## src/rtl/vga_frame_sync_if.sv

```systemverilog
// Signal bundle between the game domain, the VGA timing source and the
// frame-stable shadow registers feeding the pixel generator.
interface vga_frame_sync_if #(
    parameter int unsigned N_OBS = 10
);
    logic                 vs_n;
    logic                 upd_toggle;
    logic [N_OBS*10-1:0]  obs_xl_in;
    logic [N_OBS*10-1:0]  obs_xr_in;
    logic [N_OBS*9-1:0]   obs_yu_in;
    logic [N_OBS*9-1:0]   obs_yd_in;
    logic [8:0]           player_y_in;
    logic [1:0]           gamemode_in;

    logic [N_OBS*10-1:0]  obs_xl_vga;
    logic [N_OBS*10-1:0]  obs_xr_vga;
    logic [N_OBS*9-1:0]   obs_yu_vga;
    logic [N_OBS*9-1:0]   obs_yd_vga;
    logic [8:0]           player_y_vga;
    logic [1:0]           gamemode_vga;
    logic                 frame_toggle;
    logic                 latch_pulse;
    logic [15:0]          frame_cnt;
    logic [7:0]           drop_cnt;
    logic [7:0]           overrun_cnt;

    modport master (
        output vs_n, upd_toggle, obs_xl_in, obs_xr_in, obs_yu_in, obs_yd_in,
               player_y_in, gamemode_in,
        input  obs_xl_vga, obs_xr_vga, obs_yu_vga, obs_yd_vga, player_y_vga,
               gamemode_vga, frame_toggle, latch_pulse, frame_cnt, drop_cnt,
               overrun_cnt
    );

    modport slave (
        input  vs_n, upd_toggle, obs_xl_in, obs_xr_in, obs_yu_in, obs_yd_in,
               player_y_in, gamemode_in,
        output obs_xl_vga, obs_xr_vga, obs_yu_vga, obs_yd_vga, player_y_vga,
               gamemode_vga, frame_toggle, latch_pulse, frame_cnt, drop_cnt,
               overrun_cnt
    );
endinterface

```

## src/rtl/vga_frame_sync.sv

```systemverilog
// Hands game state across to the VGA side once per frame, at vertical sync.
// Define VGA_FRAME_SYNC_STATS_EN to build the frame/drop/overrun counters.
module vga_frame_sync #(
    parameter int unsigned N_OBS       = 10,
    parameter int unsigned SYNC_STAGES = 2
) (
    input  logic                   clk,
    input  logic                   rst_n_debounced,
    vga_frame_sync_if.slave        bus
);

    typedef enum logic [1:0] {StIdle, StArmed, StLatch} state_e;

    localparam logic [N_OBS*10-1:0] XRst = {N_OBS{10'd700}};
    localparam logic [N_OBS*9-1:0]  YRst = {N_OBS{9'd500}};

    logic [SYNC_STAGES-1:0] vs_sync_q;
    logic [SYNC_STAGES-1:0] upd_sync_q;
    logic                   vs_prev_q;
    logic                   upd_prev_q;
    logic                   vs_s;
    logic                   upd_s;
    logic                   vsync_start;
    logic                   upd_event;

    state_e                 state_q;
    logic [N_OBS*10-1:0]    obs_xl_q;
    logic [N_OBS*10-1:0]    obs_xr_q;
    logic [N_OBS*9-1:0]     obs_yu_q;
    logic [N_OBS*9-1:0]     obs_yd_q;
    logic [8:0]             player_y_q;
    logic [1:0]             gamemode_q;
    logic                   frame_toggle_q;
    logic                   latch_pulse_q;

    // vs_n idles high, so its chain resets to 1 to avoid a false frame start.
    always_ff @(posedge clk or negedge rst_n_debounced) begin
        if (!rst_n_debounced) begin
            vs_sync_q  <= '1;
            upd_sync_q <= '0;
            vs_prev_q  <= 1'b1;
            upd_prev_q <= 1'b0;
        end else begin
            vs_sync_q  <= {vs_sync_q[SYNC_STAGES-2:0], bus.vs_n};
            upd_sync_q <= {upd_sync_q[SYNC_STAGES-2:0], bus.upd_toggle};
            vs_prev_q  <= vs_s;
            upd_prev_q <= upd_s;
        end
    end

    assign vs_s        = vs_sync_q[SYNC_STAGES-1];
    assign upd_s       = upd_sync_q[SYNC_STAGES-1];
    assign vsync_start = vs_prev_q & ~vs_s;
    assign upd_event   = upd_prev_q ^ upd_s;

    always_ff @(posedge clk or negedge rst_n_debounced) begin
        if (!rst_n_debounced) begin
            state_q        <= StIdle;
            obs_xl_q       <= XRst;
            obs_xr_q       <= XRst;
            obs_yu_q       <= YRst;
            obs_yd_q       <= YRst;
            player_y_q     <= 9'd240;
            gamemode_q     <= 2'd0;
            frame_toggle_q <= 1'b0;
            latch_pulse_q  <= 1'b0;
        end else begin
            latch_pulse_q <= 1'b0;
            if (vsync_start) begin
                frame_toggle_q <= ~frame_toggle_q;
            end
            case (state_q)
                StIdle: begin
                    if (vsync_start && upd_event) begin
                        state_q <= StLatch;
                    end else if (upd_event) begin
                        state_q <= StArmed;
                    end
                end
                StArmed: begin
                    if (vsync_start) begin
                        state_q <= StLatch;
                    end
                end
                StLatch: begin
                    // Game inputs are stable here: the last toggle is already synchronized.
                    obs_xl_q      <= bus.obs_xl_in;
                    obs_xr_q      <= bus.obs_xr_in;
                    obs_yu_q      <= bus.obs_yu_in;
                    obs_yd_q      <= bus.obs_yd_in;
                    player_y_q    <= bus.player_y_in;
                    gamemode_q    <= bus.gamemode_in;
                    latch_pulse_q <= 1'b1;
                    state_q       <= upd_event ? StArmed : StIdle;
                end
                default: state_q <= StIdle;
            endcase
        end
    end

    assign bus.obs_xl_vga   = obs_xl_q;
    assign bus.obs_xr_vga   = obs_xr_q;
    assign bus.obs_yu_vga   = obs_yu_q;
    assign bus.obs_yd_vga   = obs_yd_q;
    assign bus.player_y_vga = player_y_q;
    assign bus.gamemode_vga = gamemode_q;
    assign bus.frame_toggle = frame_toggle_q;
    assign bus.latch_pulse  = latch_pulse_q;

`ifdef VGA_FRAME_SYNC_STATS_EN
    logic [15:0] frame_cnt_q;
    logic [7:0]  drop_cnt_q;
    logic [7:0]  overrun_cnt_q;

    always_ff @(posedge clk or negedge rst_n_debounced) begin
        if (!rst_n_debounced) begin
            frame_cnt_q   <= '0;
            drop_cnt_q    <= '0;
            overrun_cnt_q <= '0;
        end else begin
            if (vsync_start) begin
                frame_cnt_q <= frame_cnt_q + 16'd1;
            end
            if (vsync_start && !upd_event && (state_q == StIdle) && (drop_cnt_q != 8'hff)) begin
                drop_cnt_q <= drop_cnt_q + 8'd1;
            end
            if (upd_event && (state_q == StArmed) && (overrun_cnt_q != 8'hff)) begin
                overrun_cnt_q <= overrun_cnt_q + 8'd1;
            end
        end
    end

    assign bus.frame_cnt   = frame_cnt_q;
    assign bus.drop_cnt    = drop_cnt_q;
    assign bus.overrun_cnt = overrun_cnt_q;
`else
    assign bus.frame_cnt   = '0;
    assign bus.drop_cnt    = '0;
    assign bus.overrun_cnt = '0;
`endif

endmodule

```

## src/flat_wrapper.sv

```systemverilog
// flat-port wrapper written by rule: the top's interface ports become plain ports
module vga_frame_sync_flat 
#(
    parameter int unsigned N_OBS       = 10,
    parameter int unsigned SYNC_STAGES = 2
)
  (clk, rst_n_debounced, bus_vs_n, bus_upd_toggle, bus_obs_xl_in, bus_obs_xr_in, bus_obs_yu_in, bus_obs_yd_in, bus_player_y_in, bus_gamemode_in, bus_obs_xl_vga, bus_obs_xr_vga, bus_obs_yu_vga, bus_obs_yd_vga, bus_player_y_vga, bus_gamemode_vga, bus_frame_toggle, bus_latch_pulse, bus_frame_cnt, bus_drop_cnt, bus_overrun_cnt);
  vga_frame_sync_if #(.N_OBS(N_OBS)) bus_i ();
  input  logic clk;
  input  logic rst_n_debounced;
  input wire logic [$bits(bus_i.vs_n)-1:0] bus_vs_n;
  input wire logic [$bits(bus_i.upd_toggle)-1:0] bus_upd_toggle;
  input wire logic [$bits(bus_i.obs_xl_in)-1:0] bus_obs_xl_in;
  input wire logic [$bits(bus_i.obs_xr_in)-1:0] bus_obs_xr_in;
  input wire logic [$bits(bus_i.obs_yu_in)-1:0] bus_obs_yu_in;
  input wire logic [$bits(bus_i.obs_yd_in)-1:0] bus_obs_yd_in;
  input wire logic [$bits(bus_i.player_y_in)-1:0] bus_player_y_in;
  input wire logic [$bits(bus_i.gamemode_in)-1:0] bus_gamemode_in;
  output wire logic [$bits(bus_i.obs_xl_vga)-1:0] bus_obs_xl_vga;
  output wire logic [$bits(bus_i.obs_xr_vga)-1:0] bus_obs_xr_vga;
  output wire logic [$bits(bus_i.obs_yu_vga)-1:0] bus_obs_yu_vga;
  output wire logic [$bits(bus_i.obs_yd_vga)-1:0] bus_obs_yd_vga;
  output wire logic [$bits(bus_i.player_y_vga)-1:0] bus_player_y_vga;
  output wire logic [$bits(bus_i.gamemode_vga)-1:0] bus_gamemode_vga;
  output wire logic [$bits(bus_i.frame_toggle)-1:0] bus_frame_toggle;
  output wire logic [$bits(bus_i.latch_pulse)-1:0] bus_latch_pulse;
  output wire logic [$bits(bus_i.frame_cnt)-1:0] bus_frame_cnt;
  output wire logic [$bits(bus_i.drop_cnt)-1:0] bus_drop_cnt;
  output wire logic [$bits(bus_i.overrun_cnt)-1:0] bus_overrun_cnt;
  assign bus_i.vs_n = bus_vs_n;
  assign bus_i.upd_toggle = bus_upd_toggle;
  assign bus_i.obs_xl_in = bus_obs_xl_in;
  assign bus_i.obs_xr_in = bus_obs_xr_in;
  assign bus_i.obs_yu_in = bus_obs_yu_in;
  assign bus_i.obs_yd_in = bus_obs_yd_in;
  assign bus_i.player_y_in = bus_player_y_in;
  assign bus_i.gamemode_in = bus_gamemode_in;
  assign bus_obs_xl_vga = bus_i.obs_xl_vga;
  assign bus_obs_xr_vga = bus_i.obs_xr_vga;
  assign bus_obs_yu_vga = bus_i.obs_yu_vga;
  assign bus_obs_yd_vga = bus_i.obs_yd_vga;
  assign bus_player_y_vga = bus_i.player_y_vga;
  assign bus_gamemode_vga = bus_i.gamemode_vga;
  assign bus_frame_toggle = bus_i.frame_toggle;
  assign bus_latch_pulse = bus_i.latch_pulse;
  assign bus_frame_cnt = bus_i.frame_cnt;
  assign bus_drop_cnt = bus_i.drop_cnt;
  assign bus_overrun_cnt = bus_i.overrun_cnt;
  vga_frame_sync #(.N_OBS(N_OBS), .SYNC_STAGES(SYNC_STAGES)) u_core (.clk(clk), .rst_n_debounced(rst_n_debounced), .bus(bus_i));
endmodule
```

## config.mk

```make
export PLATFORM = sky130hd
export DESIGN_NAME = vga_frame_sync_flat
export DESIGN_NICKNAME = d
export VERILOG_FILES = /design/src/rtl/vga_frame_sync_if.sv /design/src/rtl/vga_frame_sync.sv /design/src/flat_wrapper.sv
export SDC_FILE = /design/constraint.sdc
export NUM_CORES = 1
export LEC_CHECK = 0
export CAP_MARGIN = 25
export CORE_AREA = 2 2 318 320
export DETAILED_ROUTE_END_ITERATION = 16
export DIE_AREA = 0 0 320 322
export GPL_ROUTABILITY_DRIVEN = 0
export GPL_TIMING_DRIVEN = 0
export PLACE_DENSITY = 0.46
export SLEW_MARGIN = 10
export SYNTH_ARGS = -nofsm -noshare
export SYNTH_HDL_FRONTEND = slang
export SYNTH_SLANG_ARGS = --single-unit
```

## constraint.sdc

```tcl
create_clock -name clk -period 3.25 [get_ports clk]
set_clock_uncertainty 0.15 [all_clocks]
set_input_delay 0.8125 -clock clk [delete_from_list [all_inputs] [get_ports clk]]
set_output_delay 0.8125 -clock clk [all_outputs]
set_load 0.1 [all_outputs]
```

==> results of run 1 <==
==> metal layers <==
layer	global-route usage, %	wire [um]
met3	4.19	5060
met4	3.74	1520
met2	19.9	31400
met5	0	38
met1	11.7	21500
==> sequential cells by signal (all words and copies together), names as in the netlist <==
| name | cells |
|---|---|
| u_core.upd_sync_q | 2 |
| u_core.upd_prev_q | 1 |
| u_core.bus.obs_yu_vga | 90 |
| u_core.bus.frame_toggle | 1 |
| u_core.state_q | 2 |
| u_core.bus.latch_pulse | 1 |
| u_core.bus.player_y_vga | 9 |
| u_core.bus.obs_yd_vga | 90 |
| u_core.bus.gamemode_vga | 2 |
| u_core.vs_prev_q | 1 |
| u_core.vs_sync_q | 2 |
| u_core.bus.obs_xl_vga | 100 |
| u_core.bus.obs_xr_vga | 100 |
==> logic make-up after synthesis <==
logic type | count (synthesis) | synth area share, %
other | 1 | 0.0217
XOR/XNOR | 2 | 0.101
buffers and inverters | 78 | 5.94
multiplexers | 391 | 33.7
AND/OR/NAND/NOR | 4 | 0.196
flip-flops | 401 | 59.9
AO/OA/AOI/OAI | 2 | 0.0870
==> repair_timing <==
item,in CTS,in global routing
hold buffers,1,0
hold endpoints to repair,4,0
endpoints found under the setup margin,239,0
gates resized for setup,240,0
==> worst max-delay path by stage <==
stage,start,end,slack (ps),depth (start not counted)
2_1_floorplan,u_core.bus.frame_toggle,bus_frame_toggle,1380,0
3_3_place_gp,rst_n_debounced,u_core.bus.obs_xl_vga[68],-17110,1
3_5_place_dp,u_core.bus.obs_yd_vga[23],bus_obs_yd_vga[23],390,1
4_1_cts,u_core.bus.obs_yd_vga[12],bus_obs_yd_vga[12],10,1
5_1_grt,u_core.bus.obs_yd_vga[23],bus_obs_yd_vga[23],10,1
6_report,u_core.bus.obs_yd_vga[12],bus_obs_yd_vga[12],110,1
==> final cells by class <==
type                       count  share of cell area, %
clock buffer                  83                   5.23
buffer                        76                   3.59
tap                         1298                   5.72
timing repair buffer         796                   27.5
antenna                        2                 0.0176
multi-input combinational    431                   21.2
inverter                       2                 0.0264
clock inverter                 9                  0.357
sequential                   401                   36.4
==> placed cells by master, fill, tap and decap left out, drive strengths merged <==
master,count
clkdlybuf4s50,546
mux2,391
dfstp,247
dlygate4sd2,238
dfrtp,154
buf,86
clkbuf,83
conb,32
clkinv,5
inv,3
diode,2
xnor2,2
bufinv,2
nand2b,2
nor3b,1
and2,1
a211oi,1
a21boi,1
clkinvlp,1
dlygate4sd3,1
clkdlybuf4s15,1
==> per-stage QoR <==
stage	cell area (um2)	setup TNS, ps	util (%)	hold slack [ps]
floorplan	17400	0	-	181
global placement	26900	-5460930	27.0	195
detailed placement	27100	0	27.2	198
CTS	28400	0	28.5	207
global route	28400	0	28.5	207
finish	28400	0	28.5	205
==> results.py, run 1 <==
metrics = {
    "yosys": {
        "synth-async-reset-ratio_pct": 100,
        "synth_flop_cell": "dfstp_2",
        "yosysTopAreaCell": "dfstp_2",
        "synth_area_leaders": "dfstp_2 38%, mux2_4 33%, dfrtp_1 22%",
        "ys_ff_latch": 401,
        "synth_top_area_share_pct": 37.6,
        "syn-instance-count": 879,
        "synth.avg_cell_area_um2": 19.6,
        "synth_edf_count": 0,
        "yosysWarnings": 0,
        "seq_area_frac_synth_pct": 59.9,
        "synth.cell_area_um2": 17300,
        "yosys-top-cells-count": "379 x mux2_4, 247 x dfstp_2, 154 x dfrtp_1",
        "synth_most_common_cell": "mux2_4",
        "synthDistinctLibCells": 17,
    },
    "floorplanning": {
        "fp.dieW_um": 320,
        "start_util_pct": 17.3,
        "die_area_um2": 103000,
        "core_um2": 99600,
        "io_pins": 820,
        "rows": 116,
        "die_h_um": 322,
    },
    "cts": {
        "cts_max_level": 2,
        "cts_buffers": 50,
        "clk_latency_ps": 600,
        "path_clk_slew_ps": 60,
        "cts_tree": "done",
        "cts_sinks": 401,
        "root_buffer": "clkbuf_16",
        "post_cts.repair.setup_buffers": 0,
        "cts_max_path_buffers": 3,
    },
    "timing": {
        "period_share_pct": 96.7,
        "fin_crit_ps": 3140,
        "rsz0062_at_grt": "no",
        "setup_violations": 0,
        "worstMarginPinSlew_ps": 1060,
        "timing_hold_violations_final": 0,
        "maxSlewViolCount": 0,
        "fmax_ghz": 0.318,
        "worst_slack_ps": 108,
        "slew_headroom_pct": 28.9,
    },
    "setup_path": {
        "cp_top_family": "buffers and inverters",
        "critPathLaunchType": "register",
        "critPathMaxStageDelay_ps": 1160,
        "reg2reg_depth": 5,
        "slowest_stage": "clkdlybuf4s50_1",
        "critical_path.max_fanout": 2,
        "rrSetupSlack_ps": 1480,
        "crit_type": "reg -> out",
        "r2r-start": "u_core.state_q[1]",
        "critPathRequiredTime_ps": 2290,
        "crit_buf_inv": 1,
        "crit_path_end_kind": "output pin",
        "critical_path_arrival_ps": 2180,
        "path_cells": "clkdlybuf4s50_1",
        "r2r_end": "u_core.bus.obs_xl_vga[81]",
    },
    "worst_hold_path": {
        "hp-start": "u_core.upd_sync_q[0]",
        "hold_class": "reg -> reg",
        "whs_path_depth": 0,
        "whs_endpoint": "u_core.upd_sync_q[1]",
    },
    "grt": {
        "grt-ovfl-total": 0,
        "grt_pass1_wl_um": 85000,
        "antenna_found_initial": 7,
        "grt_max_degree": 106,
        "grt_use_total_pct": 11.0,
        "grt_pass1_vias": 12143,
    },
    "finish": {
        "multi_input_area_um2": 6010,
        "fin_cells": 3098,
        "seq_area_um2": 10300,
        "final_nets": 2153,
        "area_delta_synth_final_pct": 64.5,
        "fillers": 10107,
        "drive_gt1_share_pct": 44.2,
    },
    "run_status": {
        "status": "complete, no violations",
    },
    "place": {
        "pre_cts_slack_ps": 385,
        "dp_cells": 3003,
        "dp_hpwl_um": 45600,
        "io_buffers": 787,
    },
    "detailed_routing": {
        "wirelength_um": 59500,
        "wl_per_cell_um": 19.2,
        "drcViolationCount": 0,
        "drtAntennaViolNets": 0,
        "drt-pass1-iter-count": 4,
        "routed_via_density": 3.44,
        "vias": 10667,
        "drt_iter0_drc": 374,
    },
    "run": {
        "maxCapViolCount": 0,
    },
}
Power of run 1 is not shown: default switching activity piles up to over one toggle a cycle in this logic, so the estimate is an artifact.
==> run 2: changes to the inputs <==
--- a/config.mk
+++ b/config.mk
@@ -6,12 +6,13 @@
 export NUM_CORES = 1
 export LEC_CHECK = 0
 export CAP_MARGIN = 25
-export CORE_AREA = 2 2 318 320
+export CORE_AREA = 2 2 323 325
 export DETAILED_ROUTE_END_ITERATION = 16
-export DIE_AREA = 0 0 320 322
+export DIE_AREA = 0 0 325 327
 export GPL_ROUTABILITY_DRIVEN = 0
 export GPL_TIMING_DRIVEN = 0
-export PLACE_DENSITY = 0.46
+export PLACE_DENSITY = 0.45
+export RECOVER_POWER = 25
 export SLEW_MARGIN = 10
 export SYNTH_ARGS = -nofsm -noshare
 export SYNTH_HDL_FRONTEND = slang
==> constraint.sdc (replaced) <==
create_clock -name clk -period 3.3 [get_ports clk]
set_clock_uncertainty 0.15 [all_clocks]
set_input_delay 0.825 -clock clk [delete_from_list [all_inputs] [get_ports clk]]
set_output_delay 0.825 -clock clk [all_outputs]
set_load 0.1 [all_outputs]
==> run 2 against run 1 <==
  * The flow now finishes with violations (slew limit)
  * Routed wire length up 0.24%
  * Design area is essentially flat
  * Via count about the same
  * Critical path depth unchanged
  * Cell count is 2.6% higher
  * First-iteration DRC count fell by 9.9%
  * Count of clock-buffer cells in the layout rose by 2
  * Worst setup slack lost 25 ps
  * Global-route usage is 0.21 points lower
  * Core utilization decreased by 0.91 points
  * Largest cell class unchanged
==> results.py, run 2 (synthesized netlist as in run 1, its figures left out) <==
metrics = {
    "run_status": {
        "status": "finished, violations left",
        "failed_checks": "slew limit",
    },
    "timing": {
        "rsz0062_at_grt": "no",
        "worstMarginPinSlew_ps": 1540,
        "timing_hold_violations_final": 0,
        "maxSlewViolCount": 107,
        "setup_violations": 0,
        "period_share_pct": 97.5,
        "slew_headroom_pct": -2.93,
        "fin_crit_ps": 3220,
        "holdWs_ps": 64.2,
        "fmax_ghz": 0.311,
    },
    "setup_path": {
        "crit_type": "reg -> out",
        "critical_path.max_fanout": 2,
        "cp_top_family": "buffers and inverters",
        "critical_path_arrival_ps": 2240,
        "critPathLaunchType": "register",
        "crit_path_end_kind": "output pin",
        "critPathRequiredTime_ps": 2320,
        "slowest_stage": "clkdlybuf4s50_1",
        "path_cells": "clkdlybuf4s50_1",
        "critPathMaxStageDelay_ps": 1130,
        "crit_buf_inv": 1,
    },
    "floorplanning": {
        "start_util_pct": 16.8,
        "rows": 118,
        "die_h_um": 327,
        "io_pins": 820,
        "die_area_um2": 106000,
        "fp.dieW_um": 325,
        "core_um2": 103000,
    },
    "place": {
        "dp_hpwl_um": 45300,
        "io_buffers": 787,
    },
    "cts": {
        "cts_sinks": 401,
        "path_clk_slew_ps": 50,
        "cts_tree": "done",
        "cts_max_path_buffers": 3,
        "root_buffer": "clkbuf_16",
        "cts_buffers": 51,
        "clk_latency_ps": 610,
        "cts_max_level": 2,
    },
    "grt": {
        "antenna_found_initial": 5,
        "grt_pass1_wl_um": 86100,
        "grt_pass1_vias": 12091,
        "grt_use_total_pct": 10.8,
        "grt_max_degree": 108,
        "grt-ovfl-total": 0,
    },
    "run": {
        "maxCapViolCount": 0,
    },
    "finish": {
        "final_nets": 2149,
        "layout_common_cells": "542 x clkdlybuf4s50_1, 379 x mux2_4, 245 x dfstp_2",
        "drive_gt1_share_pct": 44.1,
        "final_common_cell": "clkdlybuf4s50_1",
        "area_delta_synth_final_pct": 64.6,
    },
    "detailed_routing": {
        "vias": 10677,
        "drt-pass1-iter-count": 4,
        "routed_via_density": 3.36,
        "drcViolationCount": 0,
        "wl_per_cell_um": 18.8,
        "wirelength_um": 59600,
        "drt_iter0_drc": 337,
        "drtAntennaViolNets": 0,
    },
    "worst_hold_path": {
        "hold_class": "in -> async",
    },
}
[run 2: changes by cell type in the layout (fill, tap and decap cells not counted), moves of 3 or more]
cell,previous run,this run
clkdlybuf4s50_1,546,542
clkbuf_1,23,20
clkbuf_8,9,14
buf_16,8,2
[run 2: per-layer routing]
layer,global-route usage [%],vias up,share of wire (%)
li1,-,4768,-
met1,11.5,5376,37
met2,19.8,454,53
met3,3.89,77,7.9
met4,3.57,2,2.4
met5,0,-,0.022
[run 2: final cells by class]
| class | count | area, um2 |
|---|---|---|
| buffer | 76 | 1000 |
| sequential | 401 | 10300 |
| clock inverter | 10 | 86.3 |
| antenna | 2 | 5.00 |
| timing repair buffer | 791 | 7660 |
| clock buffer | 85 | 1590 |
| inverter | 2 | 7.51 |
| fill | 10596 | 74500 |
| tap | 1380 | 1730 |
| multi-input combinational | 431 | 6000 |
[run 2: through the flow]
step | TNS, ps | std cells | area, um2 | utilization, % | setup WS [ps]
final | 0 | 3178 | 28400 | 27.6 | 82.7
after global routing | 0 | 3178 | 28400 | 27.6 | 4.71
after CTS | 0 | 3176 | 28500 | 27.7 | 0.599
after detailed placement | 0 | 3081 | 27100 | 26.3 | 587
after global placement | -5476850 | 3077 | 27000 | 26.2 | -17170
after floorplan | 0 | 910 | 17400 | - | 1410
[run 2: what timing repair did]
| action | in CTS | in global routing |
|---|---|---|
| endpoints found under the setup margin | 240 | 2 |
| hold buffers | 0 | 0 |
| gates resized for setup | 240 | 2 |
| buffers inserted | 0 | 0 |
[run 2: worst paths after layout]
check	to	slack, ps	cells after the start	startpoint
hold reg to reg	u_core.upd_sync_q[1]	210	0	u_core.upd_sync_q[0]
min in group clk	u_core.upd_sync_q[1]	210	0	u_core.upd_sync_q[0]
max in group asynchronous	u_core.bus.obs_xl_vga[36]	600	3	rst_n_debounced
setup reg to reg	u_core.bus.obs_xl_vga[26]	520	5	u_core.state_q[1]
hold / removal	u_core.bus.obs_yd_vga[0]	60	1	rst_n_debounced
setup / recovery	bus_obs_yu_vga[88]	80	1	u_core.bus.obs_yu_vga[88]
Power of run 2 is left out for the same reason.
==> run 3: changes to the inputs <==
--- a/config.mk
+++ b/config.mk
@@ -6,13 +6,15 @@
 export NUM_CORES = 1
 export LEC_CHECK = 0
 export CAP_MARGIN = 25
-export CORE_AREA = 2 2 323 325
+export CORE_AREA = 2 2 319 321
 export DETAILED_ROUTE_END_ITERATION = 16
-export DIE_AREA = 0 0 325 327
+export DIE_AREA = 0 0 321 323
+export DONT_BUFFER_PORTS = 1
 export GPL_ROUTABILITY_DRIVEN = 0
 export GPL_TIMING_DRIVEN = 0
-export PLACE_DENSITY = 0.45
+export PLACE_DENSITY = 0.35
 export RECOVER_POWER = 25
+export SKIP_CTS_REPAIR_TIMING = 1
 export SLEW_MARGIN = 10
 export SYNTH_ARGS = -nofsm -noshare
 export SYNTH_HDL_FRONTEND = slang
==> run 3 against run 2 <==
  * The run ends with hold timing left
  * Cell count decreased by 27%
  * Count of clock-buffer cells in the layout fell by 3
  * Design area shrank 27%
  * Worst setup slack better by 610 ps
  * First-iteration DRC count down 29%
  * Critical path type unchanged
  * Critical endpoint is now bus_obs_yd_vga[81]
==> results.py, run 3 (synthesized netlist as in run 1, its figures left out) <==
metrics = {
    "grt": {
        "grt-ovfl-total": 0,
        "grt_use_total_pct": 8.74,
        "grt_pass1_vias": 8563,
        "grt_max_degree": 402,
        "antenna_found_initial": 3,
        "grt_pass1_wl_um": 66400,
    },
    "cts": {
        "cts_max_path_buffers": 3,
        "path_clk_slew_ps": 60,
        "cts_tree": "done",
        "clk_latency_ps": 590,
        "root_buffer": "clkbuf_16",
        "cts_max_level": 2,
        "cts_buffers": 49,
        "cts_sinks": 401,
    },
    "timing": {
        "slew_headroom_pct": 30.4,
        "period_share_pct": 78.9,
        "setup_violations": 0,
        "maxSlewViolCount": 0,
        "timing_hold_violations_final": 171,
        "fmax_ghz": 0.384,
        "holdWs_ps": -230,
        "worstMarginPinSlew_ps": 1040,
        "fin_crit_ps": 2600,
        "finalSetupTns_ps": 0,
        "rsz0062_at_grt": "no",
    },
    "floorplanning": {
        "io_pins": 820,
        "core_um2": 101000,
        "start_util_pct": 17.1,
        "rows": 117,
        "fp.dieW_um": 321,
        "die_h_um": 323,
        "die_area_um2": 104000,
    },
    "detailed_routing": {
        "vias": 7607,
        "drt_iter0_drc": 238,
        "drcViolationCount": 0,
        "routed_via_density": 3.29,
        "drtAntennaViolNets": 0,
        "wl_per_cell_um": 21.1,
        "wirelength_um": 48800,
        "drt-pass1-iter-count": 4,
    },
    "finish": {
        "fillers": 10631,
        "drive_gt1_share_pct": 78.6,
        "final_nets": 1356,
        "final_common_cell": "mux2_4",
        "layout_common_cells": "379 x mux2_4, 247 x dfstp_2, 154 x dfrtp_1",
        "area_delta_synth_final_pct": 19.9,
    },
    "run_status": {
        "status": "finished, violations left",
        "failed_checks": "hold timing",
    },
    "setup_path": {
        "crit_path_end_kind": "output pin",
        "critPathRequiredTime_ps": 2320,
        "rrSetupSlack_ps": 1550,
        "critical_path_arrival_ps": 1630,
        "critical_path.max_fanout": 2,
        "crit_type": "reg -> out",
        "critPathLaunchType": "register",
    },
    "place": {
        "dp_hpwl_um": 36200,
        "io_buffers": 0,
    },
    "worst_hold_path": {
        "hold_class": "in -> async",
    },
    "run": {
        "maxCapViolCount": 0,
    },
}
run 3: changes by cell type in the layout (fill, tap and decap cells not counted), sizes merged:
cell	previous run	this run
clkinvlp	3	0
clkdlybuf4s50	542	0
buf	77	76
bufinv	1	4
clkbuf	89	82
clkinv	6	5
diode	2	3
dlygate4sd3	2	0
inv	2	3
dlymetal6s2s	2	0
dlygate4sd2	240	0
run 3: layer usage:
layer	GRT usage, %	vias up	share of wire, %
li1	-	3178	-
met1	8.68	3925	33
met2	16.2	432	55
met3	2.94	72	8.8
met4	4.31	0	3.3
met5	0	-	0
run 3: final cells by class:
cell class / instances / area [um2] / share of cell area [%]
Clock inverter: 10 / 154 / 0.744
Multi-Input combinational cell: 431 / 6010 / 29.1
Sequential cell: 401 / 10300 / 50.0
Tap cell: 1309 / 1640 / 7.91
Buffer: 76 / 1020 / 4.92
Clock buffer: 82 / 1510 / 7.31
Inverter: 2 / 7.51 / 0.0363
Antenna cell: 3 / 7.51 / 0.0363
run 3: metrics by stage:
stage	instances	util, %	cell area, um2	setup slack [ps]	hold WS (ps)
after global placement	2219	18.9	19000	1300	185
after CTS	2311	20.5	20700	621	-300
after global routing	2314	20.5	20700	647	-284
final	2314	20.5	20700	695	-230
after floorplan	910	-	17400	1410	181
after detailed placement	2219	18.9	19000	1300	186
run 3: path summary, 6_finish.rpt:
kind	from	endpoint	cells past startpoint
min in group clk	bus_vs_n	u_core.vs_sync_q[0]	0
setup / recovery	u_core.bus.obs_yd_vga[81]	bus_obs_yd_vga[81]	0
hold / removal	rst_n_debounced	u_core.bus.obs_yu_vga[46]	0
max in group asynchronous	rst_n_debounced	u_core.bus.obs_xl_vga[66]	0
hold reg to reg	u_core.upd_sync_q[0]	u_core.upd_sync_q[1]	0
setup reg to reg	u_core.state_q[1]	u_core.bus.obs_xl_vga[90]	4
Power of run 3 is left out for the same reason.
